--- config.mk ---
export PLATFORM = sky130hd
export DESIGN_NAME = trigger_network_controller
export DESIGN_NICKNAME = d
export VERILOG_FILES = /design/src/rtl/trigger_net_pkg.sv /design/src/rtl/trigger_net_reduce.sv /design/src/rtl/trigger_network_controller.sv
export SDC_FILE = /design/constraint.sdc
export NUM_CORES = 1
export LEC_CHECK = 0
export CELL_PAD_IN_SITES_DETAIL_PLACEMENT = 1
export CELL_PAD_IN_SITES_GLOBAL_PLACEMENT = 1
export CORE_ASPECT_RATIO = 0.5
export CORE_UTILIZATION = 33
export DETAILED_ROUTE_END_ITERATION = 16
export GPL_TIMING_DRIVEN = 0
export PLACE_DENSITY = 0.78
export SYNTH_ARGS = -nofsm -noshare
export SYNTH_HDL_FRONTEND = slang
export SYNTH_SLANG_ARGS = --single-unit
--- constraint.sdc ---
create_clock -name ap_clk -period 2.35 [get_ports ap_clk]
set_clock_uncertainty 0.2 [all_clocks]
set_input_delay 0.47 -clock ap_clk [delete_from_list [all_inputs] [get_ports ap_clk]]
set_output_delay 0.47 -clock ap_clk [all_outputs]
set_load 0.03 [all_outputs]
--- src/rtl/trigger_net_pkg.sv ---
// Shared types and helpers for the trigger network controller.
// Latency: n/a (types and a pure function only).
// Backpressure: n/a.
package trigger_net_pkg;

    typedef enum logic [1:0] {
        IDLE = 2'd0,
        RUN  = 2'd1,
        DONE = 2'd2
    } net_state_t;

    // Widest counter the saturating helper can handle.
    localparam int unsigned SAT_MAX_W = 64;

    // Increment value, holding at the all-ones code of a width-bit counter.
    // Callers zero-extend into and truncate out of SAT_MAX_W bits.
    function automatic logic [SAT_MAX_W-1:0] sat_inc(
        input logic [SAT_MAX_W-1:0] value,
        input int unsigned          width
    );
        logic [SAT_MAX_W-1:0] limit;
        if (width >= SAT_MAX_W) begin
            limit = '1;
        end else begin
            limit = (SAT_MAX_W'(1) << width) - SAT_MAX_W'(1);
        end
        sat_inc = (value >= limit) ? value : value + SAT_MAX_W'(1);
    endfunction

endpackage

--- src/rtl/trigger_net_reduce.sv ---
// AND-reduces per-trigger sleep/sync_sleep/waited flags; flags all_sync_sleep rising edges.
// Latency: reductions are combinational (0 cycles); edge flag uses a 1-cycle registered history.
// Backpressure: none; pure broadcast of flags every cycle.
module trigger_net_reduce #(
    parameter int NUM_ACTORS = 4
) (
    input  logic                  clk,
    input  logic                  rst_n,
    input  logic                  clr,
    input  logic [NUM_ACTORS-1:0] sleep,
    input  logic [NUM_ACTORS-1:0] sync_sleep,
    input  logic [NUM_ACTORS-1:0] waited,
    output logic                  all_sleep,
    output logic                  all_sync_sleep,
    output logic                  all_waited,
    output logic                  sync_rise
);

    logic sync_prev;

    // Triggers consume these in the cycle they are produced, so no register here.
    assign all_sleep      = &sleep;
    assign all_sync_sleep = &sync_sleep;
    assign all_waited     = &waited;
    assign sync_rise      = all_sync_sleep & ~sync_prev;

    // Previous all_sync_sleep; cleared at run entry so a phase already active counts once.
    always_ff @(posedge clk) begin
        if (!rst_n) begin
            sync_prev <= 1'b0;
        end else if (clr) begin
            sync_prev <= 1'b0;
        end else begin
            sync_prev <= all_sync_sleep;
        end
    end

endmodule

--- src/rtl/trigger_network_controller.sv ---
// Network scheduler: fans ap_start out to NUM_ACTORS triggers, reduces their flags, collects done.
// Latency: trig_start one cycle after ap_start is sampled; ap_done one cycle after the last done.
// Backpressure: each trig_start is held until its trigger is idle and accepts; optional watchdog
// (macro TRIGGER_NET_WATCHDOG_EN) aborts a run that stalls for WDOG_CYCLES without a new done.
module trigger_network_controller
    import trigger_net_pkg::*;
#(
    parameter int NUM_ACTORS  = 4,
    parameter int CNT_W       = 32,
    parameter int WDOG_CYCLES = 1048576
) (
    input  logic                  ap_clk,
    input  logic                  ap_rst_n,
    input  logic                  ap_start,
    output logic                  ap_done,
    output logic                  ap_idle,
    output logic                  ap_ready,
    output logic [NUM_ACTORS-1:0] trig_start,
    input  logic [NUM_ACTORS-1:0] trig_idle,
    input  logic [NUM_ACTORS-1:0] trig_done,
    input  logic [NUM_ACTORS-1:0] trig_sleep,
    input  logic [NUM_ACTORS-1:0] trig_sync_sleep,
    input  logic [NUM_ACTORS-1:0] trig_waited,
    output logic                  all_sleep,
    output logic                  all_sync_sleep,
    output logic                  all_waited,
`ifdef TRIGGER_NET_WATCHDOG_EN
    output logic                  wdog_error,
`endif
    output logic [CNT_W-1:0]      sync_rounds,
    output logic [CNT_W-1:0]      run_cycles
);

    // Reject configurations the counters and masks cannot represent.
    if (NUM_ACTORS < 1 || CNT_W < 1 || CNT_W > int'(SAT_MAX_W) || WDOG_CYCLES < 1) begin : g_bad_cfg
        $error("trigger_network_controller: unsupported parameter set");
    end

    net_state_t            state;
    net_state_t            state_nxt;
    logic [NUM_ACTORS-1:0] started_mask;
    logic [NUM_ACTORS-1:0] started_nxt;
    logic [NUM_ACTORS-1:0] done_mask;
    logic [NUM_ACTORS-1:0] done_nxt;
    logic                  run_entry;
    logic                  sync_rise;

    trigger_net_reduce #(
        .NUM_ACTORS (NUM_ACTORS)
    ) u_reduce (
        .clk            (ap_clk),
        .rst_n          (ap_rst_n),
        .clr            (run_entry),
        .sleep          (trig_sleep),
        .sync_sleep     (trig_sync_sleep),
        .waited         (trig_waited),
        .all_sleep      (all_sleep),
        .all_sync_sleep (all_sync_sleep),
        .all_waited     (all_waited),
        .sync_rise      (sync_rise)
    );

`ifdef TRIGGER_NET_WATCHDOG_EN
    localparam int WDOG_W = $clog2(WDOG_CYCLES) + 1;

    logic [WDOG_W-1:0] wdog_cnt;
    logic              wdog_hit;

    assign wdog_hit = (state == RUN) && (wdog_cnt == WDOG_W'(WDOG_CYCLES));
`endif

    assign run_entry = (state == IDLE) && ap_start;

    // State register.
    always_ff @(posedge ap_clk) begin
        if (!ap_rst_n) begin
            state <= IDLE;
        end else begin
            state <= state_nxt;
        end
    end

    // Next state, start fan-out, done collection and kernel handshake outputs.
    always_comb begin
        state_nxt   = state;
        trig_start  = '0;
        ap_done     = 1'b0;
        ap_idle     = 1'b0;
        started_nxt = started_mask;
        done_nxt    = done_mask;
        case (state)
            IDLE: begin
                ap_idle = 1'b1;
                if (ap_start) begin
                    state_nxt = RUN;
                end
            end
            RUN: begin
                trig_start  = ~started_mask;
                started_nxt = started_mask | (~started_mask & trig_idle);
                // trig_done is also high while a trigger idles; only a busy, started one counts.
                done_nxt    = done_mask | (started_mask & trig_done & ~trig_idle);
                if (&done_nxt) begin
                    state_nxt = DONE;
                end
`ifdef TRIGGER_NET_WATCHDOG_EN
                if (wdog_hit) begin
                    state_nxt = DONE;
                end
`endif
            end
            DONE: begin
                ap_done   = 1'b1;
                state_nxt = IDLE;
            end
            default: begin
                state_nxt = IDLE;
            end
        endcase
    end

    assign ap_ready = ap_done;

    // Run bookkeeping: masks and statistics clear on start, update in RUN, hold otherwise.
    always_ff @(posedge ap_clk) begin
        if (!ap_rst_n) begin
            started_mask <= '0;
            done_mask    <= '0;
            sync_rounds  <= '0;
            run_cycles   <= '0;
        end else if (run_entry) begin
            started_mask <= '0;
            done_mask    <= '0;
            sync_rounds  <= '0;
            run_cycles   <= '0;
        end else if (state == RUN) begin
            started_mask <= started_nxt;
            done_mask    <= done_nxt;
            run_cycles   <= CNT_W'(sat_inc(SAT_MAX_W'(run_cycles), CNT_W));
            if (sync_rise) begin
                sync_rounds <= CNT_W'(sat_inc(SAT_MAX_W'(sync_rounds), CNT_W));
            end
        end
    end

`ifdef TRIGGER_NET_WATCHDOG_EN
    // Stall watchdog: restarts on every newly finished trigger; error is sticky until next start.
    always_ff @(posedge ap_clk) begin
        if (!ap_rst_n) begin
            wdog_cnt   <= '0;
            wdog_error <= 1'b0;
        end else if (run_entry) begin
            wdog_cnt   <= '0;
            wdog_error <= 1'b0;
        end else if (state == RUN) begin
            if (|(done_nxt & ~done_mask)) begin
                wdog_cnt <= '0;
            end else begin
                wdog_cnt <= WDOG_W'(sat_inc(SAT_MAX_W'(wdog_cnt), WDOG_W));
            end
            if (wdog_hit) begin
                wdog_error <= 1'b1;
            end
        end
    end
`endif

endmodule

==> results.yml, run 1 <==
die:
  die-area_um2: 12200
  rows: 27
  start_util_pct: 34.6
  coreArea_um2: 11200
  die_height_um: 78.7
  die_w_um: 155
  pin_count: 97
power_and_ir_drop:
  vdd_drop_max_v: 0.000278
  power_density_nw_per_um2: 515
  comb_power_share_pct: 6.3
  internal_power_mw: 2.27
  p_switching_mw: 0.682
  p_total_mw: 2.95
  switching_share_pct: 23.1
  p_leak_nw: 1.95
  p_seq_share_pct: 43.3
  power.clock.fraction_pct: 50.3
placement:
  hpwl_um: 9430
  port_buffers: 96
  globalplace.congestion: 0.816
  place_inst: 727
  place_ws_ps: -977
detailed_routing:
  drc_errors: 0
  ant_nets: 0
  vias: 4290
  drt-initial-drc-count: 213
  wl_per_cell_um: 18.1
  drt_pass1_iterations: 4
  routed_wl_um: 13800
  vias_per_cell: 5.63
synth:
  avgSynthCellArea_um2: 8.23
  synth.largest_area_cell: "dfxtp_1"
  ys.flop_type: "dfxtp_1"
  synth.area.top_cells: "dfxtp_1 39%, a21oi_1 4.9%, or4_1 4.6%"
  syn_area_um2: 3890
  synth_nets: 497
  async_reset_ff_share_pct: 0
  synth_edf_count: 0
  ys_types: 53
  yosys_register_bits: 75
  ys_seq_area_share_pct: 38.6
  yosysWarnings: 0
  yosys.area.top_type_share_pct: 38.6
  netlist_instances: 472
sta:
  worst_pin_slew_ps: 708
  max_freq_mhz: 428
  rsz0062_at_grt: "yes"
  setup_ws_ps: 12.7
  setup_viol: 0
  min_period_over_period_pct: 99.5
  hold_viol_final: 0
  max-slew-margin-rel_pct: 52.8
  period_needed_ps: 2340
  drv_slew: 0
worst_hold_path:
  holdCritPathClass: "flip-flop to flip-flop"
  min_from: "run_cycles[1]"
  worstHoldPathCells: 2
setup_path:
  worstPathArrival_ps: 2320
  critical_path_class: "flip-flop to flip-flop"
  start_kind: "flip-flop"
  timing.rr.start: "run_cycles[15]"
  crit_path_start: "run_cycles[15]"
  required_ps: 2340
  cp_max_fo: 5
  endpoint_kind: "flip-flop"
  reg2regPathDepth: 5
cts:
  tritoncts: "built"
  clk_pin_slew_ps: 60
  cts-buffers-inserted: 9
  h-tree-depth: 3
  clk_latency_ps: 340
  cts-root-buf: "clkbuf_16"
  cts_buffer_depth: 2
  cts_sinks: 75
  cts_hold_buf: 0
cells_and_area:
  antenna_cells: 0
  syn2layout_area_growth_pct: 47.4
  nFillCells: 1345
  drive_gt1_share_pct: 19.4
  final_common_cell: "clkdlybuf4s50_1"
  postLayoutCoreUtil_pct: 51.1
  layout_common_cells: "86 x clkdlybuf4s50_1, 54 x dfxtp_1, 47 x nor2_1"
  layout.cells.non_filler: 762
  num-nets-final: 623
global_route:
  grt_max_degree: 13
  grt_usage_pct: 22.7
  grt_pass1_wl_um: 21600
  grt_overflow: 0
  grt_pass1_vias: 4256
  antenna_found_initial: 0
job:
  max_cap_viol_count: 0
outcome:
  status: "finished, final reports clean"
-- state kept, by name (all words and copies together) (netlist names) --
register,count
run_cycles,32
started_mask,4
sync_rounds,32
state,2
done_mask,4
u_reduce.sync_prev,1
-- synthesized netlist by cell type, types with 3 or more instances --
cell type  count
inv_1          6
and3_1        13
nor3_1         8
buf_4          3
nor2_1        47
nand2_1       44
and2_1         5
xnor2_1        7
clkbuf_1      12
and4_1        15
or3_1         14
nand2b_1       3
nor4_1         5
o31ai_2        4
nand4_1       18
dfxtp_1       75
a31oi_1        8
nand3_1       30
o31ai_1       13
xor2_1         6
a41o_1         4
o21ai_0       15
a21oi_2        6
mux2i_1        3
a21oi_1       38
buf_1          6
o211ai_1       5
or4_1         24
-- cell type report --
type	instances	area (µm²)	area share, %
repair buffers	119	1140	20.0
clock buffers	11	233	4.06
flip-flops and latches	75	1550	27.0
multi-input cells	367	2380	41.5
plain buffers	20	130	2.27
well taps	159	199	3.47
clock inverters	5	77.6	1.35
inverters	6	22.5	0.393
-- per-layer routing --
metal	vias to the layer above	wire length, µm	part of all wire (%)	global-route usage [%]
met5	-	0	0	0
met4	0	153	1.1	8.43
met3	15	551	4.0	4.86
met2	104	6870	50	39.6
met1	2123	6220	45	27.7
li1	2048	-	-	-
-- kinds of logic (layout without fill, tap and decap cells) --
kind of cell | after synthesis | after routing | synth area share, %
flops | 75 | 75 | 38.6
mux | 3 | 3 | 0.773
simple gates | 234 | 234 | 33.3
compound gates | 114 | 115 | 19.9
fa+ha+maj | 2 | 2 | 0.644
xor+xnor | 13 | 13 | 2.93
buf+inv | 31 | 161 | 3.83
-- worst max-delay path: stages (launching register included) --
cell      delay [ps]
dfxtp_4          370
nand4_1          220
or4_4            640
or4_4            560
nand4b_1         120
a21oi_1           80
-- worst paths after layout --
path | endpoint | slack (ps)
max reg2reg | run_cycles[23] | 10
min | run_cycles[1] | 270
min reg2reg | run_cycles[1] | 270
max | run_cycles[23] | 10
-- power by group through the flow --
stage | logic (mW) | clock network, mW | registers (mW)
detailed placement | 0.182 | 0 | 1.31
global route | 0.201 | 1.57 | 1.28
global placement | 0.178 | 0 | 1.31
finish | 0.187 | 1.49 | 1.28
CTS | 0.185 | 1.51 | 1.28
floorplan | 0.0823 | 0 | 1.31
-- what timing repair did --
action | CTS | global route
gates cloned | 2 | 1
setup buffers | 11 | 10
pin swaps | 5 | 9
resized for setup | 39 | 38
endpoints found under the setup margin | 77 | 56
-- through the flow --
stage               cell area, µm²  hold slack, ps  setup TNS (ps)
floorplan                     3910             237               0
global placement              5070             249          -43670
detailed placement            5070             265          -48160
CTS                           5540             280               0
global route                  5730             290            -363
finish                        5730             274               0
Power figures use the tool's default switching activity.
==> run 2, diff against run 1 <==
--- a/config.mk
+++ b/config.mk
@@ -11,7 +11,8 @@
 export CORE_UTILIZATION = 33
 export DETAILED_ROUTE_END_ITERATION = 16
 export GPL_TIMING_DRIVEN = 0
-export PLACE_DENSITY = 0.78
+export PLACE_DENSITY_LB_ADDON = 0.1
+export REMOVE_ABC_BUFFERS = 1
 export SYNTH_ARGS = -nofsm -noshare
 export SYNTH_HDL_FRONTEND = slang
 export SYNTH_SLANG_ARGS = --single-unit
==> run 2 against run 1 <==
Clock power is 11% lower. Die area stayed put. Worst hold slack better by 0.86 ps. Count of clock-buffer cells in the layout is 1 higher. Cell area is 3.8% lower. Maximum frequency hardly changed. Sequential cell count stayed put.
==> results.yml, run 2 (synthesis gave the netlist of run 1 again) <==
die:
  start_util_pct: 34.6
  rows: 27
  die-area_um2: 12200
  pin_count: 97
  die_height_um: 78.7
  coreArea_um2: 11200
  die_w_um: 155
cts:
  cts-root-buf: "clkbuf_16"
  cts_hold_buf: 0
  cts-buffers-inserted: 9
  h-tree-depth: 3
  clk_latency_ps: 340
  cts_buffer_depth: 2
  clk_pin_slew_ps: 50
  cts_sinks: 75
  tritoncts: "built"
cells_and_area:
  layout_common_cells: "86 x clkdlybuf4s50_1, 59 x dfxtp_1, 47 x nor2_1"
  num-nets-final: 599
  syn2layout_area_growth_pct: 41.8
  nFillCells: 1320
  finalInstanceArea_um2: 5510
  antenna_cells: 0
  final_common_cell: "clkdlybuf4s50_1"
  drive_gt1_share_pct: 15.7
  largestRegisters: "run_cycles: 32 flops, sync_rounds: 32 flops"
setup_path:
  start_kind: "input pin"
  timing.rr.start: "run_cycles[16]"
  crit_family: "buffers and inverters"
  required_ps: 1680
  cp_slowest_stage_delay_ps: 460
  crit_path_start: "trig_sync_sleep[2]"
  worstPathArrival_ps: 1670
  cp_num_buf_inv: 3
  critical_path_class: "input pin to output port"
  crit_chain: "clkdlybuf4s50_1 > nand4_1 > inv_2 > dlygate4sd2_1"
  cp_max_fo: 6
  critPathSlowestCell: "clkdlybuf4s50_1"
  endpoint_kind: "output port"
placement:
  port_buffers: 96
  place_area_um2: 4980
  place_ws_ps: -683
  hpwl_um: 8050
  globalplace.congestion: 0.780
detailed_routing:
  wl_per_cell_um: 16.4
  drc_errors: 0
  routed_wl_um: 12100
  vias: 4079
  drt_pass1_iterations: 4
  drt-initial-drc-count: 176
  vias_per_cell: 5.53
  ant_nets: 0
sta:
  min_period_over_period_pct: 99.5
  rsz0062_at_grt: "yes"
  setup_ws_ps: 10.7
  max_freq_mhz: 427
  worst_pin_slew_ps: 806
  period_needed_ps: 2340
  setup_viol: 0
  drv_slew: 0
  max-slew-margin-rel_pct: 46.2
  hold_viol_final: 0
global_route:
  grt_overflow: 0
  antenna_found_initial: 0
  grt_usage_pct: 20.6
  grt_pass1_vias: 4046
  grt_max_degree: 68
  grt_pass1_wl_um: 20000
power_and_ir_drop:
  power_density_nw_per_um2: 502
  vdd_drop_max_v: 0.000260
  p_leak_nw: 1.84
worst_hold_path:
  min_from: "done_mask[3]"
  holdCritPathClass: "flip-flop to flip-flop"
outcome:
  status: "finished, final reports clean"
job:
  max_cap_viol_count: 0
run 2: path summary, 6_finish.rpt:
path,slack [ps],cells past startpoint,endpoint
worst min-delay path,270,2,done_mask[3]
worst max-delay path,10,4,all_sync_sleep
worst min register to register,270,2,done_mask[3]
worst max register to register,80,5,run_cycles[31]
run 2: layer usage:
| metal | track usage [%] | up-vias | wire (µm) |
|---|---|---|---|
| met4 | 5.49 | 0 | 124 |
| met3 | 5.73 | 13 | 546 |
| met1 | 25.0 | 1985 | 5720 |
| met2 | 35.9 | 81 | 5690 |
| li1 | - | 2000 | - |
| met5 | 0 | - | 0 |
run 2: layout make-up:
type / count / area [µm²] / share of cell area (%)
clock inverter: 4 / 25.0 / 0.454
sequential: 75 / 1540 / 27.9
inverter: 6 / 22.5 / 0.409
timing repair buffer: 115 / 1110 / 20.1
clock buffer: 12 / 256 / 4.65
tap: 159 / 199 / 3.61
multi-input combinational: 367 / 2360 / 42.9
run 2: through the flow:
stage               instances  total power [mW]  TNS, ps  hold WS (ps)  utilization [%]
finish                    738              2.77        0           275             49.1
global route              738              2.87     -225           295             49.1
CTS                       728              2.81        0           274             47.8
detailed placement        706              1.48   -21480           262             44.4
global placement          702              1.47   -82940           249             43.9
floorplan                 447              1.39   -24650           237                -
run 2: where the power goes:
group          internal (mW)  switching [mW]
sequential              1.27         0.00879
clock                  0.769           0.550
combinational         0.0640           0.102
total                   2.11           0.660
run 2: repair_timing:
| action | in CTS | in global routing |
|---|---|---|
| setup buffers | 5 | 10 |
| endpoints found under the setup margin | 54 | 38 |
| gates cloned | 1 | 0 |
| resized for setup | 32 | 26 |
| pin swaps | 4 | 6 |
run 2: worst reg2reg max path, delay by kind of cell, from the launching register on:
kind | cells | cell delay (ps)
simple gates | 4 | 1430
compound gates | 1 | 140
flops | 1 | 410
